==> config.mk <==
export PLATFORM = sky130hd
export DESIGN_NAME = fifo_get_multi_flat
export DESIGN_NICKNAME = d
export VERILOG_FILES = /design/src/rtl/fifo_get_multi_if.sv /design/src/rtl/fifo_get_multi.sv /design/src/flat_wrapper.sv
export SDC_FILE = /design/constraint.sdc
export NUM_CORES = 1
export LEC_CHECK = 0
export BUFFER_PORTS_ARGS = -buffer_cell sky130_fd_sc_hd__buf_2
export CORE_MARGIN = 2
export CORE_UTILIZATION = 50
export CTS_BUF_LIST = sky130_fd_sc_hd__clkbuf_4
export DETAILED_ROUTE_END_ITERATION = 8
export GPL_TIMING_DRIVEN = 0
export PLACE_DENSITY = 0.74
export SLEW_MARGIN = 10
export SYNTH_ARGS = -nofsm -noshare
export SYNTH_HDL_FRONTEND = slang
export SYNTH_SLANG_ARGS = --single-unit
==> constraint.sdc <==
create_clock -name i_clk -period 4.97 [get_ports i_clk]
set_input_delay 0.497 -clock i_clk [delete_from_list [all_inputs] [get_ports i_clk]]
set_output_delay 0.497 -clock i_clk [all_outputs]
set_load 0.05 [all_outputs]
==> src/rtl/fifo_get_multi_if.sv <==
// rtl/fifo_get_multi_if.sv - FIFO read side and core stream bundle for fifo_get_multi
interface fifo_get_multi_if #(
  parameter int NCH = 4,
  parameter int DW  = 16
);
  logic              enable;
  logic [NCH-1:0]    empty;
  logic [NCH*DW-1:0] fifo_data;
  logic [NCH-1:0]    fifo_read_en;
  logic [NCH*DW-1:0] data_out;
  logic [NCH-1:0]    data_valid;

  modport master (
    input  enable, empty, fifo_data,
    output fifo_read_en, data_out, data_valid
  );

  modport slave (
    output enable, empty, fifo_data,
    input  fifo_read_en, data_out, data_valid
  );
endinterface

==> src/rtl/fifo_get_multi.sv <==
// rtl/fifo_get_multi.sv - multi-channel FIFO read handshake with 2-entry skid buffers; optional GET_STATS_EN stall counter
module fifo_get_multi #(
  parameter int NCH  = 4,
  parameter int DW   = 16,
  parameter int GANG = 1
`ifdef GET_STATS_EN
  , parameter int CNT_W = 16
`endif
) (
  input  logic             i_clk,
  input  logic             i_rst,
`ifdef GET_STATS_EN
  input  logic             i_clr_stats,
  output logic [CNT_W-1:0] o_stall_cnt,
`endif
  fifo_get_multi_if.master bus
);

  // Per-channel skid buffer: r_head is what the core sees, r_tail holds the second word.
  logic [1:0]     r_occ [NCH];
  logic [DW-1:0]  r_head [NCH];
  logic [DW-1:0]  r_tail [NCH];
  logic [NCH-1:0] r_inflight;
  logic [NCH-1:0] r_valid;

  logic [NCH-1:0] w_pop;
  logic [NCH-1:0] w_credit;
  logic [NCH-1:0] w_rd_en;
  logic [DW-1:0]  w_word [NCH];

  for (genvar g = 0; g < NCH; g++) begin : g_ch
    assign w_word[g] = bus.fifo_data[g*DW +: DW];
    assign bus.data_out[g*DW +: DW] = r_head[g];
  end

  assign bus.data_valid   = r_valid;
  assign bus.fifo_read_en = w_rd_en;

  // Consumption and credit: a new read may go out only if the word will still fit after this edge.
  always_comb begin
    w_pop    = '0;
    w_credit = '0;
    for (int i = 0; i < NCH; i++) begin
      w_pop[i]    = bus.enable & r_valid[i];
      w_credit[i] = (({1'b0, r_occ[i]} + {2'b00, r_inflight[i]}) - {2'b00, w_pop[i]}) < 3'd2;
    end
  end

  // Read strobe issue; ganged mode reads every channel or none, and reset forces it low at once.
  always_comb begin
    w_rd_en = '0;
    if (GANG != 0) begin
      w_rd_en = {NCH{~i_rst & ~(|bus.empty) & (&w_credit)}};
    end else begin
      w_rd_en = ~bus.empty & w_credit & {NCH{~i_rst}};
    end
  end

  // Buffer update: capture the word read last cycle, advance the head on a pop, keep FIFO order.
  always_ff @(posedge i_clk or posedge i_rst) begin
    if (i_rst) begin
      for (int i = 0; i < NCH; i++) begin
        r_occ[i]  <= 2'd0;
        r_head[i] <= '0;
        r_tail[i] <= '0;
      end
      r_inflight <= '0;
      r_valid    <= '0;
    end else begin
      for (int i = 0; i < NCH; i++) begin
        case ({r_inflight[i], w_pop[i]})
          2'b11: begin
            // Push and pop together: occupancy unchanged, new word lands behind the new head.
            if (r_occ[i] == 2'd2) begin
              r_head[i] <= r_tail[i];
              r_tail[i] <= w_word[i];
            end else begin
              r_head[i] <= w_word[i];
            end
          end
          2'b01: begin
            r_head[i]  <= r_tail[i];
            r_occ[i]   <= r_occ[i] - 2'd1;
            r_valid[i] <= (r_occ[i] == 2'd2);
          end
          2'b10: begin
            if (r_occ[i] == 2'd0) begin
              r_head[i] <= w_word[i];
            end else begin
              r_tail[i] <= w_word[i];
            end
            r_occ[i]   <= r_occ[i] + 2'd1;
            r_valid[i] <= 1'b1;
          end
          default: begin
          end
        endcase
        r_inflight[i] <= w_rd_en[i];
      end
    end
  end

`ifdef GET_STATS_EN
  logic [CNT_W-1:0] r_stall_cnt;
  logic             w_starved;

  assign w_starved   = bus.enable & ((GANG != 0) ? ~r_valid[0] : ~(&r_valid));
  assign o_stall_cnt = r_stall_cnt;

  // Saturating count of cycles where the core asked for data and got none; clear wins.
  always_ff @(posedge i_clk or posedge i_rst) begin
    if (i_rst) begin
      r_stall_cnt <= '0;
    end else if (i_clr_stats) begin
      r_stall_cnt <= '0;
    end else if (w_starved && (r_stall_cnt != {CNT_W{1'b1}})) begin
      r_stall_cnt <= r_stall_cnt + {{(CNT_W-1){1'b0}}, 1'b1};
    end
  end
`endif

endmodule

==> src/flat_wrapper.sv <==
// flat-port wrapper written by rule: the top's interface ports become plain ports
module fifo_get_multi_flat 
#(
  parameter int NCH  = 4,
  parameter int DW   = 16,
  parameter int GANG = 1

)
  (i_clk, i_rst, bus_enable, bus_empty, bus_fifo_data, bus_fifo_read_en, bus_data_out, bus_data_valid);
  fifo_get_multi_if #(.NCH(NCH), .DW(DW)) bus_i ();
  input  logic i_clk;
  input  logic i_rst;
  input wire logic [$bits(bus_i.enable)-1:0] bus_enable;
  input wire logic [$bits(bus_i.empty)-1:0] bus_empty;
  input wire logic [$bits(bus_i.fifo_data)-1:0] bus_fifo_data;
  output wire logic [$bits(bus_i.fifo_read_en)-1:0] bus_fifo_read_en;
  output wire logic [$bits(bus_i.data_out)-1:0] bus_data_out;
  output wire logic [$bits(bus_i.data_valid)-1:0] bus_data_valid;
  assign bus_i.enable = bus_enable;
  assign bus_i.empty = bus_empty;
  assign bus_i.fifo_data = bus_fifo_data;
  assign bus_fifo_read_en = bus_i.fifo_read_en;
  assign bus_data_out = bus_i.data_out;
  assign bus_data_valid = bus_i.data_valid;
  fifo_get_multi #(.NCH(NCH), .DW(DW), .GANG(GANG)) u_core (.i_clk(i_clk), .i_rst(i_rst), .bus(bus_i));
endmodule
==> flow_summary.toml, run 1 <==
[cts]
clockBufferDepth = 2
post_cts_buffers = 0
cts.sinks = 141
clk_latency_ns = 0.55
h-tree-depth = 4
cts_tree = "built"
cts_root_buf = "clkbuf_4"
cts.clk_slew.worst_paths_ns = 0.12
cts_made_buffers = 17

[logic_synthesis]
synth_cells = 635
synthSimpleGateAreaFrac_pct = 8.165
async_flop_share_pct = 100.0
synth.avg_cell_area_um2 = 11.25
synth-seq-cells = 141
yosysSeqAreaShare_pct = 49.41
synth_fp_nets = 710
ys.flop_type = "dfrtp_1"
synth_xor_area_share_pct = 2.068
syn-cell-area_mm2 = 0.007141
synthMuxAreaShare_pct = 17.66
synth-adder-area-share_pct = 1.121
ys_types = 37
synth-edff-count = 0
ys_warn_count = 0
synth_top_family_by_area = "multiplexers"
synth-compound-area-share_pct = 16.98

[finish]
fin_nets = 873
instances_no_fill = 991
fillers = 1188
finalInstanceArea_mm2 = 0.008378
syn2layout_area_growth_pct = 17.33
final_layout_size_suffix_gt1_share_pct = 41.11

[routing]
drt_first_pass_iters = 9
drt_wl_total_um = 17890
initialDrtViolationCount = 656
ant_nets = 0
dr_total_vias = 5886
routed_via_density = 5.939
drc = 0
wl_per_cell_um = 18.05

[sta]
rsz0062_at_grt = "false"
fin_crit_sh_pct = 82.52
timing.slew.headroom_pct = 50.02
skew_ns = 0.01142
whs_ns = 0.2023
setup_violations = 0
final.setup.worst_slack_ns = 0.8688
maxSlewViolCount = 0
hold_viol_final = 0
max_freq_mhz = 243.8
tightest_slew_ns = 0.7443
finalCriticalPeriod_ns = 4.101

[global_route]
grt_pass1_vias = 5913
grt_pass1_wl_um = 29010
grt-ovfl-total = 0
antenna_found_initial = 1
grt_use_total_pct = 24.45
grt_max_degree = 92

[die]
initial_core_util_pct = 51.24
die_w_um = 123.5
row_count = 43
die_area_mm2 = 0.01525
core_mm2 = 0.01393
ios = 143
die_h_um = 123.5

[place]
hpwl_um = 12570
pre_cts_ws_ns = 1.262
dp.cells = 958
post_dp_cell_area_mm2 = 0.008109
io_buffers = 142
finalWeightedCongestion = 0.7793

[worst_setup_path]
arrival_ns = 3.60
end_kind = "primary output"
cp-start-kind = "flip-flop"
setup.worst_path.start = "u_core.r_inflight[0]"
r2r_cells = 7
critPathMaxFanout = 10
required_ns = 4.47
r2r-start = "u_core.r_inflight[0]"
worstSetupPathType = "reg -> out"

[job]
maxCapViolCount = 0

[power]
power.total_mw = 4.518
power.density_mw_per_mm2 = 539.3
p_leak_nw = 4.049
ir_drop_uv = 319.2

[status]
status = "completed"

[hold_path]
hold_class = "in -> reg"
hp-start = "bus_fifo_data[41]"
hold_depth = 2
==> cells in the final DEF, fill, tap and decap left out, types with 2 or more instances in the layout <==
cell	synthesis	layout
a21o_1	16	16
a21oi_1	54	54
a222oi_1	45	45
a22oi_1	16	16
a31oi_1	20	20
and2_1	3	3
and3_1	4	4
buf_2	18	160
buf_4	15	15
buf_6	6	6
bufinv_16	0	2
clkbuf_1	8	8
clkbuf_4	0	21
clkinv_1	0	4
clkinv_2	0	3
dfrtp_1	141	141
fa_1	4	4
inv_1	4	3
mux2_1	2	2
mux2_2	110	110
nand2_1	46	46
nand2b_1	3	3
nand3_1	2	2
nor2_1	74	74
nor2b_1	2	2
o21ai_0	8	8
o21ai_2	3	3
o21bai_1	3	3
or3b_2	3	3
xnor2_1	14	14
==> logic make-up (layout without fill, tap and decap cells) <==
logic type | count (synthesis) | in the layout
adders and majority gates | 4 | 4
xor gates and xnor gates | 16 | 16
AOI/OAI and AO/OA | 168 | 168
muxes | 112 | 112
buffers and inverters | 54 | 229
other | 0 | 1
DFF | 141 | 141
and+or+nand+nor | 140 | 140
==> path summary, 6_finish.rpt <==
| kind | end | slack, ns |
|---|---|---|
| setup / recovery | bus_fifo_read_en[2] | 0.87 |
| hold / removal | u_core.r_tail[25] | 0.20 |
| setup reg to reg | u_core.r_inflight[0] | 2.22 |
| hold reg to reg | u_core.bus.data_out[46] | 0.54 |
| max in group asynchronous | u_core.r_tail[5] | 3.64 |
| min in group asynchronous | u_core.r_tail[46] | 0.54 |
==> critical path, stage by stage (launching register included) <==
cell and delay (ns):
dfrtp_1 0.45, buf_6 0.19, clkbuf_1 0.36, o21ai_0 0.22
fa_1 0.44, xnor2_1 0.18, nand3_1 0.10, nor4_1 0.63
buf_4 0.22, buf_2 0.25
==> through the flow <==
stage,setup TNS [ns],utilization [%]
finish,0,60.12
global route,0,60.12
CTS,0,60.11
detailed placement,0,58.19
global placement,-129.55,57.96
floorplan,0,-
==> cell usage after synthesis, types with 6 or more instances <==
cell type  instances  area, um2
a31oi_1           20      125.1
buf_2             18      90.09
a22oi_1           16      120.1
buf_6              6      67.56
xnor2_1           14      122.6
o21ai_0            8      40.04
a222oi_1          45      450.4
nand2_1           46      172.7
a21o_1            16      120.1
dfrtp_1          141       3528
clkbuf_1           8      30.03
a21oi_1           54      270.3
buf_4             15      112.6
mux2_2           110       1239
nor2_1            74      277.8
==> layout make-up <==
type	instances	area, um2	share of cell area, %
sequential	141	3528	42.11
inverter	5	23.77	0.2838
multi-input combinational	440	3284	39.20
antenna	1	2.502	0.02987
clock inverter	10	98.84	1.180
buffer	49	309.0	3.689
clock buffer	21	157.7	1.882
tap	180	225.2	2.688
timing repair buffer	144	748.2	8.931
==> sequential cells by signal, summed over array words and instances, names as in the netlist <==
| name | cells |
|---|---|
| u_core.r_occ | 8 |
| u_core.r_tail | 64 |
| u_core.bus.data_valid | 4 |
| u_core.bus.data_out | 64 |
| u_core.r_inflight | 1 |
==> what timing repair did <==
action,4_1_cts,5_1_grt
hold buffers,1,0
endpoints found under the hold margin,50,0
resized for setup,0,0
==> per-layer routing <==
layer  vias to the layer above  part of all wire (%)  global-route usage [%]
li1                       2686                     -                       -
met1                      2952                    42                   31.86
met2                       225                    50                   40.21
met3                        23                   6.2                   6.227
met4                         0                   1.4                   7.457
met5                         -                     0                       0
==> power breakdown <==
part,internal (mW),switching (mW)
logic,0.693,1.43
registers,1.47,0.223
clock network,0.310,0.395
total,2.47,2.05
(Power assumes the default switching activity.)
==> inputs of run 2 (changes only) <==
Settings changed: PLACE_DENSITY 0.74 to 0.76.
Clock period 4.97 ns to 3.5 ns, I/O delays scaled along.
==> run 2 against run 1 <==
- wire length is 2.3% higher
- flip-flop and latch count stayed put
- critical path depth stayed put
- clock skew is 0.0065 ns higher
- critical path type unchanged
- hold slack worse by 0.15 ns
- worst setup slack worse by 0.62 ns
- final area is 1.8% higher
- sequential share of layout area is 0.73 points lower
- register-to-register slack worse by 0.87 ns
- global-route usage is 0.46 points higher
- die area stayed put
- sequential power is 43% higher
==> flow_summary.toml, run 2 (synthesis results as in run 1) <==
[die]
row_count = 43
die_area_mm2 = 0.01525
die_h_um = 123.5
initial_core_util_pct = 51.24
ios = 143
die_w_um = 123.5
core_mm2 = 0.01393

[routing]
routed_via_density = 5.978
drt_first_pass_iters = 9
ant_nets = 0
wl_per_cell_um = 18.36
drc = 0
drt_wl_total_um = 18310
dr_total_vias = 5960
initialDrtViolationCount = 661

[cts]
cts_root_buf = "clkbuf_4"
clk_latency_ns = 0.56
cts.sinks = 141
clockBufferDepth = 2
cts.clk_slew.worst_paths_ns = 0.12
cts_made_buffers = 17
h-tree-depth = 4
cts_tree = "built"

[worst_setup_path]
critPathMaxFanout = 6
regToRegSetupSlack_ns = 1.35
critPathMaxStageDelay_ns = 0.52
slowest_stage = "fa_1"
cp_common_cell = "buf_4"
worstSetupPathType = "reg -> out"
required_ns = 3.15
crit_path_cell_trace = "nand2_1 -> and2_1 -> o21ai_0 -> fa_1 -> nand4_1 -> nor4_4 -> buf_4 -> buf_4 -> clkbuf_4"
end_kind = "primary output"
cp-start-kind = "flip-flop"
arrival_ns = 2.90

[power]
p_leak_nw = 4.085
p_switching_mw = 2.970
ir_drop_uv = 458.7
p_clk_share_pct = 16.8
sw_frac_of_total_pct = 45.37
combPwrFrac_pct = 46.4
p_seq_share_pct = 36.8
cellInternalPower_mw = 3.576
power.density_mw_per_mm2 = 767.8

[global_route]
grt_max_degree = 36
grt-ovfl-total = 0
grt_pass1_wl_um = 29480
grt_pass1_vias = 5938
grt_use_total_pct = 24.91
antenna_found_initial = 1

[sta]
rsz0062_at_grt = "false"
skew_ns = 0.01796
whs_ns = 0.05473
maxSlewViolCount = 0
fin_crit_sh_pct = 92.77
hold_viol_final = 0
tightest_slew_ns = 0.7760
tns_ns = 0
setup_violations = 0
finalCriticalPeriod_ns = 3.247
timing.slew.headroom_pct = 47.90
max_freq_mhz = 308.0

[place]
post_dp_cell_area_mm2 = 0.008175
io_buffers = 142
finalWeightedCongestion = 0.8241
hpwl_um = 12880

[finish]
finalInstanceArea_mm2 = 0.008526
syn2layout_area_growth_pct = 19.40
final_cell_mix = "buf_2 (157), dfrtp_1 (141), mux2_2 (110)"
fin_nets = 878
mostFrequentLayoutCell = "buf_2"
final_layout_size_suffix_gt1_share_pct = 42.52

[job]
maxCapViolCount = 0

[status]
status = "completed"

[hold_path]
hold_class = "in -> reg"
run 2: cell types whose count changed in the layout (fill, tap and decap cells not counted), sizes merged:
cell / before / now
buf: 183 / 185
bufinv: 2 / 3
clkinv: 8 / 6
clkinvlp: 0 / 5
dlygate4sd3: 1 / 2
inv: 5 / 4
run 2: power groups by stage:
stage,clock network (mW),logic [mW],registers (mW)
finish,1.10,3.04,2.41
global route,1.19,3.26,2.46
CTS,1.12,3.05,2.40
detailed placement,0,3.04,2.43
global placement,0,2.97,2.40
floorplan,0,1.15,3.60
run 2: what timing repair did:
action | in CTS | in global routing
gates resized for setup | 0 | 10
buffers inserted | 1 | 1
hold endpoints to repair | 15 | 0
endpoints found under the setup margin | 4 | 4
pin swaps | 1 | 0
hold buffers | 2 | 0
run 2: per-layer routing:
| layer | vias up | global-route usage, % | wire (um) |
|---|---|---|---|
| met1 | 3015 | 32.61 | 7742 |
| met5 | - | 0 | 0 |
| met4 | 0 | 8.239 | 216 |
| met3 | 22 | 5.812 | 1132 |
| li1 | 2693 | - | - |
| met2 | 230 | 40.87 | 9214 |
run 2: final cells by class:
| class | count | area [um2] |
|---|---|---|
| antenna | 1 | 2.502 |
| buffer | 48 | 305.3 |
| clock buffer | 19 | 142.6 |
| clock inverter | 13 | 148.9 |
| fill | 1169 | 5409 |
| inverter | 5 | 22.52 |
| multi-input combinational | 440 | 3317 |
| sequential | 141 | 3528 |
| tap | 180 | 225.2 |
| timing repair buffer | 150 | 833.3 |
run 2: final timing paths:
path | from | to | cells past startpoint
max | u_core.bus.data_valid[0] | bus_fifo_read_en[1] | 9
min | bus_fifo_data[37] | u_core.r_tail[21] | 2
max reg2reg | u_core.r_inflight[0] | u_core.bus.data_out[18] | 6
min reg2reg | u_core.bus.data_out[49] | u_core.bus.data_out[49] | 2
max in group asynchronous | i_rst | u_core.r_tail[2] | 5
min in group asynchronous | i_rst | u_core.bus.data_out[29] | 3
run 2: through the flow:
step	total power, mW	std cells	util [%]	worst slack [ns]
floorplan	4.746	635	-	0.1284
global route	6.909	997	61.18	0.01466
global placement	5.363	957	58.09	0.3562
detailed placement	5.471	961	58.67	0.2582
CTS	6.572	995	60.93	0.08774
finish	6.546	997	61.18	0.2530
run 2: critical path: cells and delay by family (launching register included):
family	cells	cell delay (ns)
compound gates	1	0.13
fa+ha+maj	1	0.52
buf+inv	3	0.49
flops	1	0.44
simple gates	4	0.77
